### src/rtl/input_cond_pkg.sv
// Shared constants and helpers for the input conditioner: default debounce
// window, idle levels for each kind of pin, and a constant-safe clog2.
package input_cond_pkg;

    localparam int CLK_HZ            = 50_000_000;
    localparam int DB_MS             = 10;
    localparam int DB_CYCLES_DEFAULT = (CLK_HZ / 1000) * DB_MS;

    // Idle pin levels: switches rest low; active-low buttons rest high.
    localparam logic SW_INACTIVE            = 1'b0;
    localparam logic BTN_INACTIVE_ACTIVE_LO = 1'b1;
    localparam logic BTN_INACTIVE_ACTIVE_HI = 1'b0;

    // Released level of a button for the given polarity.
    function automatic logic btn_inactive(input bit active_low);
        return active_low ? BTN_INACTIVE_ACTIVE_LO : BTN_INACTIVE_ACTIVE_HI;
    endfunction

    // Number of bits needed to hold values 0..value-1 (0 for value <= 1).
    function automatic int clog2(input int value);
        int r;
        r = 0;
        for (int v = value - 1; v > 0; v = v >> 1) begin
            r++;
        end
        return r;
    endfunction

endpackage

### src/rtl/input_conditioner_if.sv
// Pin-side and PIO-side signals of the input conditioner. The master drives
// the raw pins; the slave (the conditioner) drives the cleaned levels/pulses.
interface input_conditioner_if #(
    parameter int N_BTN = 4,
    parameter int N_SW  = 10
);
    logic [N_BTN-1:0] btn_raw;
    logic [N_SW-1:0]  sw_raw;
    logic [N_BTN-1:0] btn_clean;
    logic [N_SW-1:0]  sw_clean;
    logic [N_BTN-1:0] btn_press;
    logic [N_BTN-1:0] btn_release;
    logic [N_SW-1:0]  sw_changed;

    modport master (
        output btn_raw, sw_raw,
        input  btn_clean, sw_clean, btn_press, btn_release, sw_changed
    );

    modport slave (
        input  btn_raw, sw_raw,
        output btn_clean, sw_clean, btn_press, btn_release, sw_changed
    );
endinterface

### src/rtl/input_conditioner_debounce_bit.sv
// One debounced channel: 2-FF synchroniser, stability counter, accepted level
// register and single-cycle rise/fall pulses aligned with the level change.
module debounce_bit
    import input_cond_pkg::*;
#(
    parameter int   DB_CYCLES   = DB_CYCLES_DEFAULT,
    parameter logic RESET_LEVEL = 1'b0
) (
    input  logic clk,
    input  logic rst,
    input  logic raw,
    output logic level,
    output logic rise,
    output logic fall
);
    localparam int                 CNT_W    = clog2(DB_CYCLES) + 1;
    localparam logic [CNT_W-1:0]   CNT_LAST = CNT_W'(DB_CYCLES - 1);

    logic             s1;
    logic             s2;
    logic             stable;
    logic [CNT_W-1:0] cnt;

    // Bring the asynchronous pin into the clock domain.
    // NOTE: reset is synchronous (sampled only on the clock edge) and the
    // synchroniser flops load the idle level so nothing looks like an event.
    always_ff @(posedge clk) begin
        if (rst) begin
            s1 <= RESET_LEVEL;
            s2 <= RESET_LEVEL;
        end else begin
            // NOTE: non-blocking assignments so s2 takes the old s1, giving
            // two real flop stages rather than one.
            s1 <= raw;
            s2 <= s1;
        end
    end

    // Count consecutive mismatching cycles; accept the new level after a
    // full window and emit the matching edge pulse for one cycle.
    always_ff @(posedge clk) begin
        if (rst) begin
            stable <= RESET_LEVEL;
            cnt    <= '0;
            rise   <= 1'b0;
            fall   <= 1'b0;
        end else begin
            rise <= 1'b0;
            fall <= 1'b0;
            if (s2 == stable) begin
                cnt <= '0;
            end else if (cnt == CNT_LAST) begin
                stable <= s2;
                cnt    <= '0;
                rise   <= s2;
                fall   <= ~s2;
            end else begin
                cnt <= cnt + 1'b1;
            end
        end
    end

    assign level = stable;

endmodule

### src/rtl/input_conditioner.sv
// Debounces N_BTN buttons and N_SW switches for the Nios PIOs. Button edges
// are mapped to press/release by polarity; switch edges both count as change.
module input_conditioner
    import input_cond_pkg::*;
#(
    parameter int N_BTN          = 4,
    parameter int N_SW           = 10,
    parameter int DB_CYCLES      = DB_CYCLES_DEFAULT,
    parameter bit BTN_ACTIVE_LOW = 1'b1
) (
    input  logic                 clk_clk,
    input  logic                 reset_reset,
    input_conditioner_if.slave   bus
);
    localparam logic BTN_IDLE = btn_inactive(BTN_ACTIVE_LOW);

    logic [N_BTN-1:0] btn_level;
    logic [N_BTN-1:0] btn_rise;
    logic [N_BTN-1:0] btn_fall;
    logic [N_SW-1:0]  sw_level;
    logic [N_SW-1:0]  sw_rise;
    logic [N_SW-1:0]  sw_fall;

    for (genvar i = 0; i < N_BTN; i++) begin : g_btn
        debounce_bit #(
            .DB_CYCLES   (DB_CYCLES),
            .RESET_LEVEL (BTN_IDLE)
        ) u_db (
            .clk   (clk_clk),
            .rst   (reset_reset),
            .raw   (bus.btn_raw[i]),
            .level (btn_level[i]),
            .rise  (btn_rise[i]),
            .fall  (btn_fall[i])
        );
    end

    for (genvar i = 0; i < N_SW; i++) begin : g_sw
        debounce_bit #(
            .DB_CYCLES   (DB_CYCLES),
            .RESET_LEVEL (SW_INACTIVE)
        ) u_db (
            .clk   (clk_clk),
            .rst   (reset_reset),
            .raw   (bus.sw_raw[i]),
            .level (sw_level[i]),
            .rise  (sw_rise[i]),
            .fall  (sw_fall[i])
        );
    end

    // Levels keep raw pin polarity; a press is the edge toward the active level.
    assign bus.btn_clean   = btn_level;
    assign bus.sw_clean    = sw_level;
    assign bus.btn_press   = BTN_ACTIVE_LOW ? btn_fall : btn_rise;
    assign bus.btn_release = BTN_ACTIVE_LOW ? btn_rise : btn_fall;
    // Rise and fall are mutually exclusive flop outputs, so this never glitches
    // from the pins.
    assign bus.sw_changed  = sw_rise | sw_fall;

endmodule

### src/flat_wrapper.sv
// flat-port wrapper written by rule: the top's interface ports become plain ports
module input_conditioner_flat import input_cond_pkg::*;
#(
    parameter int N_BTN          = 4,
    parameter int N_SW           = 10,
    parameter int DB_CYCLES      = DB_CYCLES_DEFAULT,
    parameter bit BTN_ACTIVE_LOW = 1'b1
)
  (clk_clk, reset_reset, bus_btn_raw, bus_sw_raw, bus_btn_clean, bus_sw_clean, bus_btn_press, bus_btn_release, bus_sw_changed);
  input_conditioner_if #(.N_BTN(N_BTN), .N_SW(N_SW)) bus_i ();
  input  logic clk_clk;
  input  logic reset_reset;
  input wire logic [$bits(bus_i.btn_raw)-1:0] bus_btn_raw;
  input wire logic [$bits(bus_i.sw_raw)-1:0] bus_sw_raw;
  output wire logic [$bits(bus_i.btn_clean)-1:0] bus_btn_clean;
  output wire logic [$bits(bus_i.sw_clean)-1:0] bus_sw_clean;
  output wire logic [$bits(bus_i.btn_press)-1:0] bus_btn_press;
  output wire logic [$bits(bus_i.btn_release)-1:0] bus_btn_release;
  output wire logic [$bits(bus_i.sw_changed)-1:0] bus_sw_changed;
  assign bus_i.btn_raw = bus_btn_raw;
  assign bus_i.sw_raw = bus_sw_raw;
  assign bus_btn_clean = bus_i.btn_clean;
  assign bus_sw_clean = bus_i.sw_clean;
  assign bus_btn_press = bus_i.btn_press;
  assign bus_btn_release = bus_i.btn_release;
  assign bus_sw_changed = bus_i.sw_changed;
  input_conditioner #(.N_BTN(N_BTN), .N_SW(N_SW), .DB_CYCLES(DB_CYCLES), .BTN_ACTIVE_LOW(BTN_ACTIVE_LOW)) u_core (.clk_clk(clk_clk), .reset_reset(reset_reset), .bus(bus_i));
endmodule
### config.mk
export PLATFORM = sky130hd
export DESIGN_NAME = input_conditioner_flat
export DESIGN_NICKNAME = d
export VERILOG_FILES = /design/src/rtl/input_cond_pkg.sv /design/src/rtl/input_conditioner_if.sv /design/src/rtl/input_conditioner_debounce_bit.sv /design/src/rtl/input_conditioner.sv /design/src/flat_wrapper.sv
export SDC_FILE = /design/constraint.sdc
export NUM_CORES = 1
export LEC_CHECK = 0
export BUFFER_PORTS_ARGS = -buffer_cell sky130_fd_sc_hd__buf_2
export CORE_UTILIZATION = 35
export CTS_CLUSTER_DIAMETER = 80
export DETAILED_ROUTE_END_ITERATION = 6
export HOLD_SLACK_MARGIN = 0.1
export PLACE_DENSITY = 0.47
export SLEW_MARGIN = 20
export SYNTH_ARGS = -nofsm -noshare
export SYNTH_HDL_FRONTEND = slang
export SYNTH_SLANG_ARGS = --single-unit
### constraint.sdc
create_clock -name clk_clk -period 4.5 [get_ports clk_clk]
set_input_delay 0 -clock clk_clk [delete_from_list [all_inputs] [get_ports clk_clk]]
set_output_delay 0 -clock clk_clk [all_outputs]
set_load 0.02 [all_outputs]
Yosys cells after proc, flatten, opt, wreduce, memory -nomap -nowiden. Index checks and enable logic that the tools add are counted.

Register bits after elaboration: 350. Input bits: 16. Output and inout port bits: 32. Word-level logic and storage cells: 211.

Add/subtract/negate cells: 14. Equality and inequality tests: 28. Bitwise logic cells: 43. Reduce and logical (&&, ||, !) cells: 42.

Operator list (count): $add A20 B1 Y20 const B (14); $eq A20 B19 Y1 const B (14); $reduce_or A3 Y1 (28); $not A1 Y1 (42); $reduce_and A2 Y1 (14); $eq A1 B1 Y1 (14); $or A10 B10 Y10 (1).

Longest topological paths before layout. Gate-level depths: netlist of the first run.

Depth in word-level cells: 3. Depth in mapped cells: 7. Depth with buffers taken out: 5.

Hierarchy. From an unflattened synthesis of the first run, not the netlist that was laid out.

Cells, all modules: 1734. Area total of the unflattened synthesis: 15466.1 um^2.

By module, submodules not included: debounce_bit (u_core.g_sw[0].u_db ...) (instances 9, cells each 124, area each 1092.3 um^2, seq. area each 500.5 um^2); debounce_bit (u_core.g_btn[0].u_db ...) (instances 4, cells each 122, area each 1113.6 um^2, seq. area each 500.5 um^2); debounce_bit (u_core.g_sw[9].u_db) (instances 1, cells each 120, area each 1118.6 um^2, seq. area each 500.5 um^2); input_conditioner (instances 1, cells each 10, area each 62.6 um^2, seq. area each 0.0 um^2).

Worst setup path after synthesis of the first run. No wires, ideal clock.

Path kind: flip-flop to flip-flop. Start point: register u_core.g_sw[4].u_db.cnt[0]. End point: register u_core.g_sw[4].u_db.cnt[10]. Library setup time: 0.117 ns. Data arrival time: 1.864 ns. Data required time: 4.383 ns. Path slack: 2.519 ns. Stages on the path, launching flop included: 7. Buffers on the path: 1. Period minus slack after synthesis: 1.981 ns. Cells stage by stage: dfxtp_1 -> ha_1 -> nand4_1 -> or3_1 -> o21ai_2 -> buf_2 -> nor2_1.

Cells in the longest elaborated chain, start to end: 2. Elaborated cells on any way between the ends: 3. Those cells by class: add/sub (1); eq/ne (1); reduce/logical (1).

RTL lines: from (decl) (RTL line input_conditioner_debounce_bit.sv:22) `logic [CNT_W-1:0] cnt;`; from (signal assigned) (RTL line input_conditioner_debounce_bit.sv:58) `cnt <= cnt + 1'b1;`; branches (longest 2 deep; another with $add A20 B1 Y20).

Parallel ways; which one is timed is not known. A chain may end at the register's enable or synchronous reset.

Worst setup path after layout of the first run.
Start point: register u_core.g_sw[1].u_db.cnt[0]. End point: register u_core.g_sw[1].u_db.cnt[5].

Cells in the longest elaborated chain, start to end: 2. Elaborated cells on any way between the ends: 3. Those cells by class: add/sub (1); eq/ne (1); reduce/logical (1).

RTL lines (RTL line): from (decl) (input_conditioner_debounce_bit.sv:22); from (signal assigned) (input_conditioner_debounce_bit.sv:58); branches (longest 2 deep; another with $add A20 B1 Y20).

Parallel ways; which one is timed is not known.

==> results of run 1 <==
[sequential cells by signal, indices dropped and copies added (netlist names)]
signal / flops
u_core.g_btn.u_db.fall: 4
u_core.g_btn.u_db.s2: 4
u_core.g_btn.u_db.s1: 4
u_core.g_sw.u_db.cnt: 200
u_core.g_sw.u_db.level: 10
u_core.g_sw.u_db.rise: 10
u_core.g_sw.u_db.fall: 10
u_core.g_btn.u_db.level: 4
u_core.g_btn.u_db.rise: 4
u_core.g_btn.u_db.cnt: 80
u_core.g_sw.u_db.s1: 10
u_core.g_sw.u_db.s2: 10
[final timing paths]
| kind | startpoint | endpoint |
|---|---|---|
| min reg2reg | u_core.g_btn[0].u_db.s1 | u_core.g_btn[0].u_db.s2 |
| max reg2reg | u_core.g_sw[1].u_db.cnt[0] | u_core.g_sw[1].u_db.cnt[5] |
| min | bus_btn_raw[3] | u_core.g_btn[3].u_db.s1 |
| max | u_core.g_sw[1].u_db.cnt[0] | u_core.g_sw[1].u_db.cnt[5] |
[critical path, delay by kind of cell, from the launching register on]
family / cells / cell delay (ns)
simple gates: 3 / 0.82
compound gates: 1 / 0.63
flops: 1 / 0.38
buf+inv: 1 / 0.30
fa+ha+maj: 1 / 0.22
[routing by layer]
metal | GRT usage [%] | vias up | part of all wire (%) | wire length (µm)
met1 | 18.8 | 5509 | 51 | 15600
met2 | 22.3 | 128 | 43 | 13300
li1 | - | 6232 | - | -
met4 | 5.34 | 0 | 2.2 | 672
met5 | 0 | - | 0 | 0
met3 | 2.68 | 46 | 3.4 | 1060
[per-stage QoR]
stage / hold slack [ns] / setup slack, ns
CTS: 0.125 / 2.02
detailed placement: 0.185 / 2.02
floorplan: 0.104 / 2.52
finish: 0.166 / 2.03
global route: 0.177 / 1.82
global placement: 0.186 / 2.11
[power by group]
part / internal [W] / total (W) / switching, W / leakage (nW)
sequential: 0.00311 / 0.00313 / 0.0000105 / 2.83
combinational: 0.0000337 / 0.0000807 / 0.0000470 / 1.94
clock: 0.00222 / 0.00354 / 0.00132 / 0.720
[cell usage after synthesis (all sizes together), types with 44 or more instances]
cell / count / area [µm²]
a21oi: 93 / 465
nand3: 95 / 475
or3: 52 / 325
xor2: 90 / 788
xnor2: 87 / 762
or4: 48 / 368
inv: 44 / 165
nand2: 95 / 357
nand4: 83 / 519
o21ai: 54 / 300
dfxtp: 350 / 7010
nor3: 47 / 235
nor2: 216 / 811
[cell families after synthesis]
| logic type | Yosys count | synth area share [%] |
|---|---|---|
| AND/OR/NAND/NOR | 852 | 30.4 |
| flip-flops | 350 | 46.1 |
| buffers and inverters | 116 | 3.63 |
| adder cells (fa/ha/maj) | 14 | 1.15 |
| multiplexers | 3 | 0.198 |
| XOR/XNOR | 177 | 10.2 |
| AO/OA/AOI/OAI | 208 | 8.31 |
[final cells by class]
type | instances | area (µm²)
Clock buffer | 64 | 1300
Fill cell | 4247 | 24900
Multi-Input combinational cell | 1254 | 7630
Clock inverter | 13 | 179
Sequential cell | 350 | 7010
Tap cell | 577 | 722
Inverter | 44 | 165
Timing Repair Buffer | 75 | 495
==> impl_metrics.yaml, run 1 <==
outcome:
  status: "finished clean"
yosys:
  synth_edf_count: 0
  syn_inst: 1720
  avgSynthCellArea_um2: 8.83
  ys_ff_latch: 350
  async_flop_share_pct: 0
  syn_nets: 1750
  synth_cell_type_count: 59
  synth-seq-area-share_pct: 46.1
  yosysWarnings: 0
  netlist_area_um2: 15200
  synth-main-ff-cell: "dfxtp_1"
power:
  p_leak_nw: 5.49
  vdd.ir_drop.worst_mv: 0.232
  powerDensity_nw_per_um2: 386
  finalPower_w: 0.00675
route:
  route.detailed.drc: 0
  routed_wl_um: 30700
  drt_iter0_markers: 466
  ant_nets: 0
  via_count: 11900
  vias_per_cell: 5.01
  avgRoutedWirePerCell_um: 12.9
  drtPass1Iterations: 5
worst_setup_path:
  worstSetupPathType: "register to register"
  ff2ff_path_depth: 6
  end_kind: "register"
  max_stage_delay_ns: 0.63
  crit_chain: "ha_1 > nand4_1 > or4_1 > o21ai_1 > buf_4 > nor2_1"
  startpoint_type: "register"
  cp_slowest_cell: "o21ai_1"
  r2r_setup_slack_ns: 2.03
  critPathMaxFanout: 11
  critPathArrivalTime_ns: 2.90
  required_ns: 4.93
grt:
  overflow: 0
  grt_max_degree: 43
  antenna_found_initial: 0
  grtUsageTotal_pct: 14.0
  grt_pass1_wl_um: 52600
  grt_pass1_vias: 11100
placed_design:
  dp_hpwl_um: 20300
  gp_congestion: 0.788
  port_buffers: 47
  place_inst: 2280
  place_area_um2: 15800
die:
  std_cell_rows: 75
  core_area_um2: 42400
  fp.dieW_um: 210
  io_pins: 48
  die_y_um: 210
  dieArea_um2: 44200
  start_util_pct: 35.8
layout:
  final_common_cell: "dfxtp_1"
  mostFrequentLayoutCells: "dfxtp_1 (350), nor2_1 (216), nand2_1 (95), nand3_1 (95), a21oi_1 (93)"
  layout.nets: 1797
  drive_gt1_share_pct: 9.28
  final_cell_count_no_fill: 2377
  finish.instance_area_um2: 17500
  diodes: 0
  final_core_util_pct: 41.3
  syn_to_final_growth_pct: 15.2
timing:
  max_freq_mhz: 405
  finalHoldViolations: 0
  timing.final.max_slew_violations: 0
  rsz0062_at_grt: "false"
  setup_violations: 0
  finalCriticalPeriod_ns: 2.47
  fin_crit_sh_pct: 54.9
  relSlewSlack_pct: 48.2
  skew_ns: 0.0107
  setup_tns_ns: 0
  worst_pin_slew_ns: 0.777
clock_network:
  clkSlewWorstSetupHoldPaths_ns: 0.05
  ctsResizeCount: 0
  cts_tree: "done"
  clock-sinks: 350
  cts_made_buffers: 42
  htree_levels: 2
  cts_buffer_depth: 3
  cts_setup_buffers: 0
  clk_latency_ns: 0.54
  clock-root-buffer: "clkbuf_16"
  cts_hold_buffers: 20
min_path:
  min_path_cells: 3
  hold_class: "input port to register"
run:
  max_cap_viol_count: 0
No activity file was read; power rests on OpenSTA's default activity.
==> run 2: changes to the inputs <==
- clock period: 4.5 -> 2.4 ns (I/O delays scaled with it)
==> impl_metrics.yaml, run 2 (synthesis results as in run 1) <==
outcome:
  status: "finished clean"
clock_network:
  clkSlewWorstSetupHoldPaths_ns: 0.05
  clock-root-buffer: "clkbuf_16"
  cts_setup_buffers: 0
  cts_made_buffers: 42
  cts_hold_buffers: 29
  clock-sinks: 350
  clk_latency_ns: 0.55
  cts_buffer_depth: 3
  htree_levels: 2
  cts_tree: "done"
  ctsResizeCount: 0
layout:
  finish.instance_area_um2: 17700
  regMostFlops: "u_core.g_sw.u_db.cnt"
  final_core_util_pct: 41.7
  reg_top3: "u_core.g_sw.u_db.cnt: 200 flops, u_core.g_btn.u_db.cnt: 80 flops"
  drive_gt1_share_pct: 10.0
  diodes: 0
  final_common_cell: "dfxtp_1"
  layout.nets: 1823
  fill_cells: 4283
  mostFrequentLayoutCells: "dfxtp_1 (350), nor2_1 (216), nand2_1 (95), nand3_1 (95), a21oi_1 (93)"
  largest_reg_flops: 200
  syn_to_final_growth_pct: 16.4
timing:
  relSlewSlack_pct: 61.4
  skew_ns: 0.00949
  finalCriticalPeriod_ns: 2.07
  worst_pin_slew_ns: 0.574
  hold_ws_ns: 0.410
  max_freq_mhz: 484
  finalHoldViolations: 0
  setup_tns_ns: 0
  fin_crit_sh_pct: 86.1
  setup_violations: 0
  timing.final.max_slew_violations: 0
  rsz0062_at_grt: "false"
worst_setup_path:
  ff2ff_path_depth: 5
  end_kind: "register"
  worstSetupPathType: "register to register"
  critPathMaxFanout: 7
  critPathArrivalTime_ns: 2.55
  startpoint_type: "register"
  required_ns: 2.88
placed_design:
  gp_congestion: 0.763
  dp_hpwl_um: 20600
  port_buffers: 47
  place_area_um2: 16000
route:
  avgRoutedWirePerCell_um: 12.9
  route.detailed.drc: 0
  ant_nets: 0
  routed_wl_um: 31000
  via_count: 12100
  vias_per_cell: 5.04
  drtPass1Iterations: 5
  drt_iter0_markers: 619
min_path:
  hold_class: "register to register"
  min_path_cells: 1
run:
  max_cap_viol_count: 0
power:
  p_comb_share_pct: 1.4
  power.internal_w: 0.00997
  pwr-share-seq_pct: 46.8
  p_leak_nw: 5.60
  finalPower_w: 0.0125
  pwr-share-clk_pct: 51.9
  powerDensity_nw_per_um2: 709
  switching_power_w: 0.00257
  vdd.ir_drop.worst_mv: 0.415
  p_sw_share_pct: 20.5
grt:
  grt_max_degree: 59
  antenna_found_initial: 1
  grtUsageTotal_pct: 14.5
  grt_pass1_vias: 11500
  grt_pass1_wl_um: 54300
  overflow: 0
die:
  dieArea_um2: 44200
  std_cell_rows: 75
  core_area_um2: 42400
  io_pins: 48
  start_util_pct: 35.8
  fp.dieW_um: 210
  die_y_um: 210
[run 2: cell types whose count changed in the layout (fill, tap and decap cells not counted)]
cell,previous run,this run
buf_4,8,24
dlygate4sd3_1,20,29
clkbuf_16,45,43
clkinvlp_4,3,1
buf_12,0,1
clkbuf_1,9,8
clkbuf_8,10,11
clkinv_2,5,6
clkinv_4,0,1
inv_6,0,1
inv_8,1,0
[run 2: worst paths after layout]
check                                                   end  slack (ns)                        from
worst max-delay path            u_core.g_sw[6].u_db.cnt[14]        0.33  u_core.g_sw[6].u_db.cnt[0]
worst min-delay path                u_core.g_btn[2].u_db.s2        0.41     u_core.g_btn[2].u_db.s1
worst max register to register  u_core.g_sw[6].u_db.cnt[14]        0.33  u_core.g_sw[6].u_db.cnt[0]
worst min register to register      u_core.g_btn[2].u_db.s2        0.41     u_core.g_btn[2].u_db.s1
[run 2: per-layer routing]
layer | track usage, % | share of wire, % | vias up
met3 | 2.68 | 3.6 | 60
met5 | 0 | 0 | -
met2 | 22.9 | 44 | 155
met4 | 5.66 | 2.7 | 0
met1 | 19.4 | 50 | 5603
li1 | - | - | 6285
[run 2: power groups by stage]
stage	registers (W)	logic (W)	clock network (W)
final	0.00586	0.000172	0.00650
after global routing	0.00586	0.000193	0.00701
after CTS	0.00586	0.000177	0.00677
after detailed placement	0.00599	0.000142	0
after global placement	0.00599	0.000140	0
after floorplan	0.00598	0.0000860	0
[run 2: layout make-up]
| cell class | count | area, µm² | area share [%] |
|---|---|---|---|
| clock buffer | 62 | 1260 | 7.11 |
| multi-input combinational | 1254 | 7630 | 43.2 |
| sequential | 350 | 7010 | 39.6 |
| clock inverter | 13 | 175 | 0.991 |
| inverter | 44 | 165 | 0.934 |
| tap | 577 | 722 | 4.08 |
| timing repair buffer | 101 | 726 | 4.10 |
[run 2: critical path, stage by stage, from the launching register on]
cell and delay [ns]:
dfxtp_1 0.35, ha_1 0.22, nand4_1 0.24, or3_1 0.54, or4_1 0.49, a21oi_1 0.15
[run 2: metrics by stage]
step	setup WS, ns	cells
after CTS	0.302	2401
after global routing	0.184	2401
final	0.334	2401
after global placement	0.388	2297
after detailed placement	0.344	2297
after floorplan	0.419	1720
==> run 3: changes to the inputs <==
- PLACE_DENSITY: 0.47 -> 0.57
==> impl_metrics.yaml, run 3 (synthesis results as in run 1) <==
route:
  drtPass1Iterations: 5
  ant_nets: 0
  route.detailed.drc: 0
  routed_wl_um: 30200
  drt_iter0_markers: 640
  via_count: 12100
  avgRoutedWirePerCell_um: 12.6
  vias_per_cell: 5.06
power:
  power.internal_w: 0.0100
  vdd.ir_drop.worst_mv: 0.405
  switching_power_w: 0.00256
  pwr-share-seq_pct: 46.6
  p_comb_share_pct: 1.4
  powerDensity_nw_per_um2: 712
  pwr-share-clk_pct: 52.0
  p_leak_nw: 5.57
  p_sw_share_pct: 20.4
worst_setup_path:
  critPathArrivalTime_ns: 2.59
  crit_chain: "or4_1 > or4_4 > o21ai_4 > nor2_1"
  critPathMaxFanout: 19
  required_ns: 2.82
  end_kind: "register"
  startpoint_type: "register"
  cp_slowest_cell: "or4_4"
  worstSetupPathType: "register to register"
  max_stage_delay_ns: 0.58
clock_network:
  clk_latency_ns: 0.56
  clkSlewWorstSetupHoldPaths_ns: 0.05
  cts_hold_buffers: 29
  cts_setup_buffers: 0
  htree_levels: 2
  clock-sinks: 350
  ctsResizeCount: 0
  clock-root-buffer: "clkbuf_16"
  cts_buffer_depth: 3
  cts_tree: "done"
  cts_made_buffers: 42
layout:
  mostFrequentLayoutCells: "dfxtp_1 (350), nor2_1 (216), nand2_1 (95), nand3_1 (95), a21oi_1 (93)"
  drive_gt1_share_pct: 9.63
  reg_top3: "u_core.g_sw.u_db.cnt: 200 flops, u_core.g_btn.u_db.cnt: 80 flops"
  final_core_util_pct: 41.6
  final_common_cell: "dfxtp_1"
  regMostFlops: "u_core.g_sw.u_db.cnt"
  multi_input_area_um2: 7630
  diodes: 0
  ff_latch_area_um2: 7010
  syn_to_final_growth_pct: 16.1
  layout.nets: 1817
  fill_cells: 4254
  final_cell_count_no_fill: 2394
  finish.instance_area_um2: 17600
  largest_reg_flops: 200
timing:
  hold_ws_ns: 0.413
  relSlewSlack_pct: 59.9
  fin_crit_sh_pct: 90.4
  skew_ns: 0.0148
  max_freq_mhz: 461
  setup_tns_ns: 0
  timing.final.max_slew_violations: 0
  finalHoldViolations: 0
  finalCriticalPeriod_ns: 2.17
  rsz0062_at_grt: "false"
  setup_violations: 0
  worst_pin_slew_ns: 0.602
die:
  start_util_pct: 35.8
  io_pins: 48
  std_cell_rows: 75
  die_y_um: 210
  dieArea_um2: 44200
  core_area_um2: 42400
  fp.dieW_um: 210
run:
  max_cap_viol_count: 0
grt:
  grtUsageMet3_pct: 2.40
  antenna_found_initial: 0
  grt_pass1_wl_um: 52100
  busiest_layer: "met2"
  grt_max_degree: 59
  met1_usage_pct: 18.3
  grt_use_met2_pct: 22.3
  grt_pass1_vias: 11300
  overflow: 0
  grtUsageTotal_pct: 13.9
placed_design:
  dp_hpwl_um: 19800
  gp_congestion: 0.815
  place_area_um2: 15900
  port_buffers: 47
  place_inst: 2291
min_path:
  hold_class: "register to register"
outcome:
  status: "finished clean"
-- run 3: cell count changes in the layout (fill, tap and decap cells not counted), sizes merged --
| cell | change |
|---|---|
| clkinv | +1 |
| buf | -6 |
| bufinv | +2 |
| clkinvlp | -1 |
| inv | +1 |
| clkbuf | -4 |
-- run 3: area by class of cell --
cell class              instances  share of cell area (%)
multi-input cells            1254                    43.3
flip-flops and latches        350                    39.7
clock buffers                  58                    6.70
well taps                     577                    4.09
repair buffers                 95                    3.86
clock inverters                16                    1.41
inverters                      44                   0.936
-- run 3: final timing paths --
check / endpoint / start / depth (start not counted) / slack, ns
setup reg to reg: u_core.g_sw[6].u_db.cnt[2] / u_core.g_sw[6].u_db.cnt[11] / 4 / 0.23
hold reg to reg: u_core.g_btn[0].u_db.s2 / u_core.g_btn[0].u_db.s1 / 1 / 0.41
setup / recovery: u_core.g_sw[6].u_db.cnt[2] / u_core.g_sw[6].u_db.cnt[11] / 4 / 0.23
hold / removal: u_core.g_btn[0].u_db.s2 / u_core.g_btn[0].u_db.s1 / 1 / 0.41
-- run 3: per-layer routing --
layer  up-vias  wire length, µm
li1       6261                -
met1      5626            15000
met2       173            13300
met3        54             1060
met4         0              854
met5         -                0
-- run 3: critical path: cells and delay by family, from the launching register on --
family             cells  cell delay, ns
DFF                    1            0.33
AOI/OAI and AO/OA      1            0.45
and+or+nand+nor        3            1.26
-- run 3: per-stage QoR --
step                worst slack (ns)  total power [W]
floorplan                      0.419          0.00607
global placement               0.277          0.00612
detailed placement             0.229          0.00613
CTS                            0.229           0.0128
global route                   0.137           0.0130
finish                         0.229           0.0126
-- run 3: power by group through the flow --
stage / Sequential, W / Combinational (W) / Clock [W]
floorplan: 0.00598 / 0.0000860 / 0
global placement: 0.00599 / 0.000137 / 0
detailed placement: 0.00599 / 0.000139 / 0
CTS: 0.00586 / 0.000175 / 0.00676
global route: 0.00586 / 0.000193 / 0.00699
finish: 0.00586 / 0.000172 / 0.00653
